[config.mk]
export PLATFORM = sky130hd
export DESIGN_NAME = interp_upsampler_flat
export DESIGN_NICKNAME = d
export VERILOG_FILES = /design/src/rtl/interp_upsampler_if.sv /design/src/rtl/interp_upsampler.sv /design/src/flat_wrapper.sv
export SDC_FILE = /design/constraint.sdc
export NUM_CORES = 1
export LEC_CHECK = 0
export CORE_ASPECT_RATIO = 1.2
export CORE_MARGIN = 2
export CORE_UTILIZATION = 40
export DETAILED_ROUTE_END_ITERATION = 10
export PLACE_DENSITY = 0.67
export RECOVER_POWER = 25
export SKIP_LAST_GASP = 1
export SLEW_MARGIN = 20
export SYNTH_ARGS = -nofsm -noshare
export SYNTH_HDL_FRONTEND = slang
export SYNTH_SLANG_ARGS = --single-unit
[constraint.sdc]
create_clock -name clk -period 9.9 [get_ports clk]
set_clock_uncertainty 0.15 [all_clocks]
set_input_delay 1.98 -clock clk [delete_from_list [all_inputs] [get_ports clk]]
set_output_delay 1.98 -clock clk [all_outputs]
set_load 0.03 [all_outputs]
[src/rtl/interp_upsampler_if.sv]
// Handshake bundle for interp_upsampler: staged input samples in, valid/ready sample stream out.
// INTERP_MUTE_EN adds the per-burst mute input.
interface interp_upsampler_if #(
    parameter int DATA_W   = 16,
    parameter int OUT_W    = 20,
    parameter int CHANNELS = 2
) ();
    localparam int CH_W = (CHANNELS > 1) ? $clog2(CHANNELS) : 1;

    logic                     in_valid;
    logic signed [DATA_W-1:0] in_sample;
    logic [CH_W-1:0]          in_ch;
    logic                     mode;
`ifdef INTERP_MUTE_EN
    logic                     mute;
`endif

    logic                     out_valid;
    logic                     out_ready;
    logic signed [OUT_W-1:0]  out_sample;
    logic [CH_W-1:0]          out_ch;
    logic                     busy;
    logic                     overrun;

    modport slave (
`ifdef INTERP_MUTE_EN
        input  mute,
`endif
        input  in_valid, in_sample, in_ch, mode, out_ready,
        output out_valid, out_sample, out_ch, busy, overrun
    );

    modport master (
`ifdef INTERP_MUTE_EN
        output mute,
`endif
        output in_valid, in_sample, in_ch, mode, out_ready,
        input  out_valid, out_sample, out_ch, busy, overrun
    );
endinterface

[src/rtl/interp_upsampler.sv]
// Multi-channel integer-ratio upsampler: one committed frame becomes RATIO output frames, ZOH or linear.
// Optional macro INTERP_MUTE_EN: mute input latched at commit zeroes the whole burst.
module interp_upsampler #(
    parameter int DATA_W     = 16,
    parameter int OUT_W      = 20,
    parameter int RATIO_LOG2 = 3,
    parameter int CHANNELS   = 2
) (
    input logic               clk,
    input logic               rst,
    interp_upsampler_if.slave bus
);
    localparam int CH_W   = (CHANNELS > 1) ? $clog2(CHANNELS) : 1;
    localparam int RATIO  = 1 << RATIO_LOG2;
    localparam int K_W    = RATIO_LOG2 + 1;
    localparam int PROD_W = DATA_W + 2 + RATIO_LOG2;
    localparam int SHIFT  = OUT_W - DATA_W;

    localparam logic [CH_W-1:0] LAST_CH = CH_W'(CHANNELS - 1);
    localparam logic [K_W-1:0]  LAST_K  = K_W'(RATIO);

    typedef enum logic {
        IDLE,
        EMIT
    } state_t;

    state_t r_state;
    state_t w_state_nxt;

    logic signed [DATA_W-1:0] r_stage [CHANNELS];
    logic signed [DATA_W-1:0] r_prev  [CHANNELS];
    logic signed [DATA_W-1:0] r_curr  [CHANNELS];

    logic [K_W-1:0]  r_k;
    logic [CH_W-1:0] r_ch;
    logic            r_mode;
    logic            r_overrun;
    logic            w_mute;

    logic w_in_ok;
    logic w_commit;
    logic w_last_acc;
    logic w_load;
    logic w_drop;
    logic w_advance;

    logic signed [DATA_W-1:0] w_prev_c;
    logic signed [DATA_W-1:0] w_curr_c;
    logic signed [DATA_W:0]   w_d;
    logic signed [PROD_W-1:0] w_prod;
    logic signed [DATA_W-1:0] w_y_lin;
    logic signed [DATA_W-1:0] w_y;
    logic signed [OUT_W-1:0]  w_y_ext;

    assign w_in_ok    = bus.in_valid && ({1'b0, bus.in_ch} < (CH_W + 1)'(CHANNELS));
    assign w_commit   = bus.in_valid && (bus.in_ch == LAST_CH);
    assign w_last_acc = bus.out_ready && (r_k == LAST_K) && (r_ch == LAST_CH);
    assign w_advance  = (r_state == EMIT) && bus.out_ready;

    always_ff @(posedge clk) begin
        if (!rst) begin
            r_state <= IDLE;
        end else begin
            r_state <= w_state_nxt;
        end
    end

    // A commit landing on the final acceptance starts the next burst directly, without an IDLE cycle.
    always_comb begin
        w_state_nxt = r_state;
        w_load      = 1'b0;
        w_drop      = 1'b0;
        case (r_state)
            IDLE: begin
                if (w_commit) begin
                    w_state_nxt = EMIT;
                    w_load      = 1'b1;
                end
            end
            EMIT: begin
                if (w_last_acc) begin
                    w_state_nxt = w_commit ? EMIT : IDLE;
                    w_load      = w_commit;
                end else begin
                    w_drop = w_commit;
                end
            end
            default: w_state_nxt = IDLE;
        endcase
    end

`ifdef INTERP_MUTE_EN
    logic r_mute;

    always_ff @(posedge clk) begin
        if (!rst) begin
            r_mute <= 1'b0;
        end else if (w_load) begin
            r_mute <= bus.mute;
        end
    end

    assign w_mute = r_mute;
`else
    assign w_mute = 1'b0;
`endif

    always_ff @(posedge clk) begin
        if (!rst) begin
            for (int unsigned c = 0; c < CHANNELS; c++) begin
                r_stage[c] <= '0;
                r_prev[c]  <= '0;
                r_curr[c]  <= '0;
            end
            r_k       <= '0;
            r_ch      <= '0;
            r_mode    <= 1'b0;
            r_overrun <= 1'b0;
        end else begin
            r_overrun <= w_drop;
            if (w_in_ok) begin
                r_stage[bus.in_ch] <= bus.in_sample;
            end
            if (w_load) begin
                for (int unsigned c = 0; c < CHANNELS; c++) begin
                    r_prev[c] <= r_curr[c];
                    r_curr[c] <= (c == CHANNELS - 1) ? bus.in_sample : r_stage[c];
                end
                r_mode <= bus.mode;
                r_k    <= K_W'(1);
                r_ch   <= '0;
            end else if (w_advance) begin
                if (r_ch == LAST_CH) begin
                    r_ch <= '0;
                    r_k  <= r_k + 1'b1;
                end else begin
                    r_ch <= r_ch + 1'b1;
                end
            end
        end
    end

    // Product extended to full width so the floor shift and the k=RATIO endpoint are exact.
    always_comb begin
        w_prev_c = r_prev[r_ch];
        w_curr_c = r_curr[r_ch];
        w_d      = {w_curr_c[DATA_W-1], w_curr_c} - {w_prev_c[DATA_W-1], w_prev_c};
        w_prod   = {{(PROD_W - DATA_W - 1){w_d[DATA_W]}}, w_d} * {{(PROD_W - K_W){1'b0}}, r_k};
        w_y_lin  = w_prev_c + DATA_W'(w_prod >>> RATIO_LOG2);
        if (w_mute) begin
            w_y = '0;
        end else if (r_mode) begin
            w_y = w_y_lin;
        end else begin
            w_y = w_curr_c;
        end
        w_y_ext = OUT_W'(w_y);
    end

    assign bus.out_valid  = (r_state == EMIT);
    assign bus.busy       = (r_state == EMIT);
    assign bus.out_sample = (r_state == EMIT) ? (w_y_ext <<< SHIFT) : '0;
    assign bus.out_ch     = (r_state == EMIT) ? r_ch : '0;
    assign bus.overrun    = r_overrun;
endmodule
[src/flat_wrapper.sv]
// flat-port wrapper written by rule: the top's interface ports become plain ports
module interp_upsampler_flat 
#(
    parameter int DATA_W     = 16,
    parameter int OUT_W      = 20,
    parameter int RATIO_LOG2 = 3,
    parameter int CHANNELS   = 2
)
  (clk, rst, bus_in_valid, bus_in_sample, bus_in_ch, bus_mode, bus_out_ready, bus_out_valid, bus_out_sample, bus_out_ch, bus_busy, bus_overrun);
  interp_upsampler_if #(.DATA_W(DATA_W), .OUT_W(OUT_W), .CHANNELS(CHANNELS)) bus_i ();
  input logic clk;
  input logic rst;
  input wire logic [$bits(bus_i.in_valid)-1:0] bus_in_valid;
  input wire logic [$bits(bus_i.in_sample)-1:0] bus_in_sample;
  input wire logic [$bits(bus_i.in_ch)-1:0] bus_in_ch;
  input wire logic [$bits(bus_i.mode)-1:0] bus_mode;
  input wire logic [$bits(bus_i.out_ready)-1:0] bus_out_ready;
  output wire logic [$bits(bus_i.out_valid)-1:0] bus_out_valid;
  output wire logic [$bits(bus_i.out_sample)-1:0] bus_out_sample;
  output wire logic [$bits(bus_i.out_ch)-1:0] bus_out_ch;
  output wire logic [$bits(bus_i.busy)-1:0] bus_busy;
  output wire logic [$bits(bus_i.overrun)-1:0] bus_overrun;
  assign bus_i.in_valid = bus_in_valid;
  assign bus_i.in_sample = bus_in_sample;
  assign bus_i.in_ch = bus_in_ch;
  assign bus_i.mode = bus_mode;
  assign bus_i.out_ready = bus_out_ready;
  assign bus_out_valid = bus_i.out_valid;
  assign bus_out_sample = bus_i.out_sample;
  assign bus_out_ch = bus_i.out_ch;
  assign bus_busy = bus_i.busy;
  assign bus_overrun = bus_i.overrun;
  interp_upsampler #(.DATA_W(DATA_W), .OUT_W(OUT_W), .RATIO_LOG2(RATIO_LOG2), .CHANNELS(CHANNELS)) u_core (.clk(clk), .rst(rst), .bus(bus_i));
endmodule
==> impl_metrics.tcl, run 1 <==
set metrics [dict create \
    status "finished, violations left" \
    violations "capacitance limit" \
    dieWidth_um 128 \
    yosysWarnings 0 \
    cp.arrival_ps 7460 \
    fin_util 0.461 \
    synth_cell_types 59 \
    ys_top_cells_by_area "edfxtp_1 (33%), and2_1 (10%), ha_1 (9.2%), fa_1 (9.0%), inv_1 (4.7%)" \
    place_inst 993 \
    synth-main-ff-cell "edfxtp_1" \
    antennaDiodeCount 0 \
    max_slew_margin 0.00249 \
    gr-usage-all-layers 0.154 \
    yosys.area.top_type_share 0.327 \
    stdcell_count 1010 \
    async_reset_ff_frac 0 \
    gp_congestion 0.912 \
    finalInstanceArea_mm2 0.00834 \
    endpoint_kind "primary output" \
    grt_pass1_wl_um 24000 \
    rsz0062_at_grt "true" \
    worstPathMaxFanout 9 \
    die_area_mm2 0.0195 \
    drive_above_1_share 0.0674 \
    die_h_um 153 \
    viasPerCell 4.92 \
    hold_path_class "reg -> reg" \
    post-cts-setup-buffers 0 \
    totalWireLength_um 14500 \
    post-route-period-util 0.969 \
    synth_area_mm2 0.00736 \
    synth_seq_cells 89 \
    synth_top_cell_by_area "edfxtp_1" \
    power-per-cell-area_mw_per_mm2 128 \
    synth-seq-area-share 0.351 \
    area_delta_synth_final_pct 13.4 \
    vias 4971 \
    ir_drop_uv 146 \
    tns_ps 0 \
    max_freq_mhz 104 \
    synthCells 748 \
    wl_per_cell_um 14.3 \
    power.leakage_nw 3.70 \
    synth-edff-count 80 \
    critPathMaxStageDelay_ps 530 \
    cap_violations 1 \
    initialDrtViolationCount 153 \
    synth_commonest_cells "and2_1 (120), inv_1 (93), edfxtp_1 (80)" \
    remaining_drc_errors 0 \
    place_area_mm2 0.00800 \
    cts_made_buffers 9 \
    clkTransAtPathRegs_ps 60 \
    grt_start_max_net_pins 67 \
    setup_viol 0 \
    ant_nets 0 \
    firstDrtPassIters 4 \
    yosysMostFrequentCell "and2_1" \
    ios 46 \
    cts_tree "built" \
    cts_sinks 89 \
    place_hpwl_um 11400 \
    core_area_mm2 0.0181 \
    grt_pass1_vias 4953 \
    port_buffers 41 \
    tightest_slew_ps 1490 \
    crit_slowest_cell "fa_1" \
    cts_root_buf "clkbuf_16" \
    maxSlewViolCount 0 \
    antenna_found_initial 0 \
    clk_latency_ps 340 \
    rows 54 \
    synth_area_per_cell_um2 9.83 \
    clockBufferDepth 2 \
    period_minus_slack_ps 9590 \
    cp.required_ps 7770 \
    hold_viol_final 0 \
    cts_hold_buf 0 \
    final.fill_count 1704 \
    finalNetCount 890 \
    timing_worst_setup_path_type "reg -> out" \
    htree_levels 3 \
    initial_core_util 0.406 \
    crit_path_start_kind "flip-flop" \
    gr-total-overflow 0 \
]
## power by group
group,total [W],switching (W),internal (W)
sequential,0.000447,0.0000127,0.000434
clock,0.000350,0.000131,0.000220
combinational,0.000273,0.000160,0.000113
total,0.00107,0.000303,0.000767
## flip-flops by register name, summed over array words and instances, names as in the netlist, named ones only
| name | flops |
|---|---|
| u_core.bus.busy | 1 |
| u_core.r_ch | 1 |
| u_core.bus.overrun | 1 |
| u_core.r_prev | 32 |
| u_core.r_stage | 16 |
| u_core.r_curr | 32 |
| u_core.r_mode | 1 |
| u_core.r_k | 4 |
## worst paths after layout
kind	from	to	slack [ps]	depth (start not counted)
min reg2reg	u_core.r_stage[0][0]$_SDFFCE_PN0P_	u_core.r_curr[0][0]$_SDFFCE_PN0P_	360	1
max	flip-flop	bus_out_sample[19]	310	33
min	u_core.r_stage[0][0]$_SDFFCE_PN0P_	u_core.r_curr[0][0]$_SDFFCE_PN0P_	360	1
max reg2reg	u_core.r_k[3]$_SDFFE_PP0P_	u_core.r_curr[1][2]$_SDFFCE_PN0P_	6640	6
## stage by stage
stage | hold slack (ps) | total power [W] | setup WS, ps
after floorplan | 347 | 0.000654 | 565
after global placement | 349 | 0.000724 | 409
after detailed placement | 353 | 0.000725 | 342
after CTS | 364 | 0.00108 | 136
after global routing | 380 | 0.00113 | -196
final | 359 | 0.00107 | 311
## cell type report
class	count	area, µm²	share of cell area
timing repair buffer	47	493	0.0591
multi-input combinational	540	4320	0.518
sequential	89	2590	0.310
clock inverter	6	82.6	0.00990
inverter	94	353	0.0423
clock buffer	10	229	0.0274
tap	224	280	0.0336
## cells in the final DEF, fill, tap and decap left out, types with 5 or more instances in the layout
cell             count
mux2i_1             18
a21oi_1             30
clkbuf_16            9
nor2b_1              5
ha_1                54
o21ai_0             14
a211oi_1            12
mux2_2              15
nand3_1              9
xor2_1               8
nor2_1              42
and2_0              20
fa_1                33
nor3_1               7
xnor2_1             36
o21bai_1             7
buf_4                5
clkdlybuf4s50_1     32
o21a_1               7
nand2_1             42
nand4_1              5
inv_1               93
nand2b_1             8
and2_1             100
dfxtp_1              8
edfxtp_1            80
a21o_1              15
## worst max-delay path, delay by kind of cell, from the launching register on
kind                     cells  cell delay [ps]
multiplexers                 1              370
XOR/XNOR                     4              800
AO/OA/AOI/OAI               13             2200
AND/OR/NAND/NOR              6              780
adder cells (fa/ha/maj)      6             2280
flip-flops                   1              420
buffers and inverters        3              260
## timing repair
| item | 4_1_cts | 5_1_grt |
|---|---|---|
| gates resized for setup | 1 | 5 |
| setup endpoints to repair | 1 | 5 |
| cloned | 0 | 0 |
| pin swaps | 0 | 0 |
## layer usage
layer | up-vias | part of all wire | global-route usage
met5 | - | 0 | 0
met4 | 0 | 0.025 | 0.0617
met3 | 22 | 0.027 | 0.0176
met2 | 68 | 0.50 | 0.265
met1 | 2317 | 0.45 | 0.196
li1 | 2564 | - | -
## cell families after synthesis
group | count (synthesis) | share of synthesized area
compound gates | 115 | 0.106
other cells | 1 | 0.000510
flops | 89 | 0.351
buf+inv | 122 | 0.0663
xor+xnor | 46 | 0.0585
fa+ha+maj | 87 | 0.182
simple gates | 255 | 0.188
mux | 33 | 0.0475
(Power assumes the default switching activity.)
==> run 2: changes to the inputs <==
--- a/config.mk
+++ b/config.mk
@@ -9,7 +9,7 @@
 export CORE_MARGIN = 2
 export CORE_UTILIZATION = 40
 export DETAILED_ROUTE_END_ITERATION = 10
-export PLACE_DENSITY = 0.67
+export PLACE_DENSITY = 0.62
 export RECOVER_POWER = 25
 export SKIP_LAST_GASP = 1
 export SLEW_MARGIN = 20
==> run 2 against run 1 <==
  * The run now ends clean
  * Die area did not move
  * Combinational power is 4% higher
  * Critical path depth decreased by 2
  * Fmax is 1.3% higher
  * Critical endpoint unchanged
  * Largest cell class unchanged
  * Register-to-register slack better by 140 ps
  * Largest power group unchanged
  * Via count increased by 0.68%
  * Routed wire length is 1.6% lower
  * Final cell count unchanged
  * Critical path type unchanged
  * Setup slack improved by 130 ps
  * Global-route usage up 0.13 points
  * Utilization is 0.055 points lower
==> impl_metrics.tcl, run 2 (synthesis gave the netlist of run 1 again) <==
set metrics [dict create \
    status "completed" \
    period_minus_slack_ps 9460 \
    stdcell_count 1010 \
    remaining_drc_errors 0 \
    tightest_slew_ps 1450 \
    power-per-cell-area_mw_per_mm2 125 \
    post-route-period-util 0.956 \
    gp_congestion 0.848 \
    cp.required_ps 7770 \
    finalNetCount 890 \
    cts_tree "built" \
    ir_drop_uv 106 \
    initialDrtViolationCount 190 \
    cts_made_buffers 9 \
    dp_slack_ps 355 \
    htree_levels 3 \
    max_freq_mhz 106 \
    grt_pass1_wl_um 24300 \
    cts_hold_buf 0 \
    place_area_mm2 0.00799 \
    die_area_mm2 0.0195 \
    ff2ff_path_depth 7 \
    viasPerCell 4.96 \
    endpoint_kind "primary output" \
    grt_start_max_net_pins 71 \
    holdWs_ps 363 \
    worstPathMaxFanout 8 \
    final_cell_mix "and2_1 (97), inv_1 (93), edfxtp_1 (80), ha_1 (54)" \
    route.met3.wl_um 250 \
    firstDrtPassIters 5 \
    ant_nets 0 \
    area_delta_synth_final_pct 13.3 \
    rsz0062_at_grt "false" \
    clockBufferDepth 2 \
    max_slew_margin 0.0344 \
    wl_met2_um 7190 \
    min_path_cells 1 \
    cts_root_buf "clkbuf_16" \
    core_area_mm2 0.0181 \
    cp_common_cell "ha_1" \
    vias 5005 \
    drive_above_1_share 0.0725 \
    crit_path_start_kind "flip-flop" \
    antenna_found_initial 0 \
    antennaDiodeCount 0 \
    maxSlewViolCount 0 \
    cts_sinks 89 \
    clkTransAtPathRegs_ps 70 \
    setup_slack_ps 437 \
    setup_viol 0 \
    gr-usage-all-layers 0.155 \
    crit_slowest_cell "or4_4" \
    power.leakage_nw 3.67 \
    cap_violations 0 \
    rows 54 \
    totalWireLength_um 14300 \
    layout_commonest_cell "and2_1" \
    dieWidth_um 128 \
    grt_pass1_vias 5106 \
    place_inst 992 \
    critPathMaxStageDelay_ps 570 \
    cp.arrival_ps 7330 \
    gr-total-overflow 0 \
    initial_core_util 0.406 \
    port_buffers 41 \
    wl_per_cell_um 14.1 \
    timing_worst_setup_path_type "reg -> out" \
    finalInstanceArea_mm2 0.00833 \
    clk_latency_ps 330 \
    largestRegisters "u_core.r_curr: 32 flops, u_core.r_prev: 32 flops, u_core.r_stage: 16 flops" \
    die_h_um 153 \
    m1WireLength_um 6560 \
    hold_viol_final 0 \
    tns_ps 0 \
    ios 46 \
    hold_path_class "reg -> reg" \
    place_hpwl_um 11300 \
    top_layer "met4" \
]
-- run 2: stage by stage --
stage | util | power (W)
5_1_grt | 0.460 | 0.00110
3_5_place_dp | 0.441 | 0.000727
3_3_place_gp | 0.441 | 0.000725
4_1_cts | 0.457 | 0.00104
6_report | 0.460 | 0.00104
2_1_floorplan | - | 0.000654
-- run 2: final timing paths --
check,from,end,slack [ps]
setup / recovery,flip-flop,bus_out_sample[19],440
hold / removal,u_core.r_stage[0][9]$_SDFFCE_PN0P_,u_core.r_curr[0][9]$_SDFFCE_PN0P_,360
setup reg to reg,u_core.r_k[0]$_SDFFE_PN0P_,u_core.r_curr[0][13]$_SDFFCE_PN0P_,6780
hold reg to reg,u_core.r_stage[0][9]$_SDFFCE_PN0P_,u_core.r_curr[0][9]$_SDFFCE_PN0P_,360
-- run 2: what timing repair did --
item                                    4_1_cts  5_1_grt
pin swaps                                     0        1
gates resized for setup                       1       13
endpoints found under the setup margin        1        5
buffers inserted                              0        1
hold endpoints to repair                      0        0
-- run 2: layout make-up --
class / count / area (µm²)
clock buffer: 10 / 229
clock inverter: 6 / 42.5
fill: 1735 / 9770
inverter: 94 / 353
multi-input combinational: 540 / 4350
sequential: 89 / 2580
tap: 224 / 280
timing repair buffer: 47 / 493
-- run 2: routing by layer --
metal  GRT usage  vias up
li1            -     2560
met4      0.0481        0
met5           0        -
met1       0.202     2362
met2       0.268       67
met3      0.0186       16
-- run 2: critical path, delay by kind of cell (launching register included) --
kind,cells,cell delay (ps)
adders and majority gates,5,1910
AOI/OAI and AO/OA,10,1850
and+or+nand+nor,8,1360
xor gates and xnor gates,3,660
DFF,1,420
buffers and inverters,4,400
muxes,1,360
-- run 2: power breakdown --
part / total [W] / internal (W) / switching, W
Clock: 0.000309 / 0.000171 / 0.000138
Combinational: 0.000283 / 0.000117 / 0.000166
Sequential: 0.000446 / 0.000434 / 0.0000117
Total: 0.00104 / 0.000722 / 0.000316
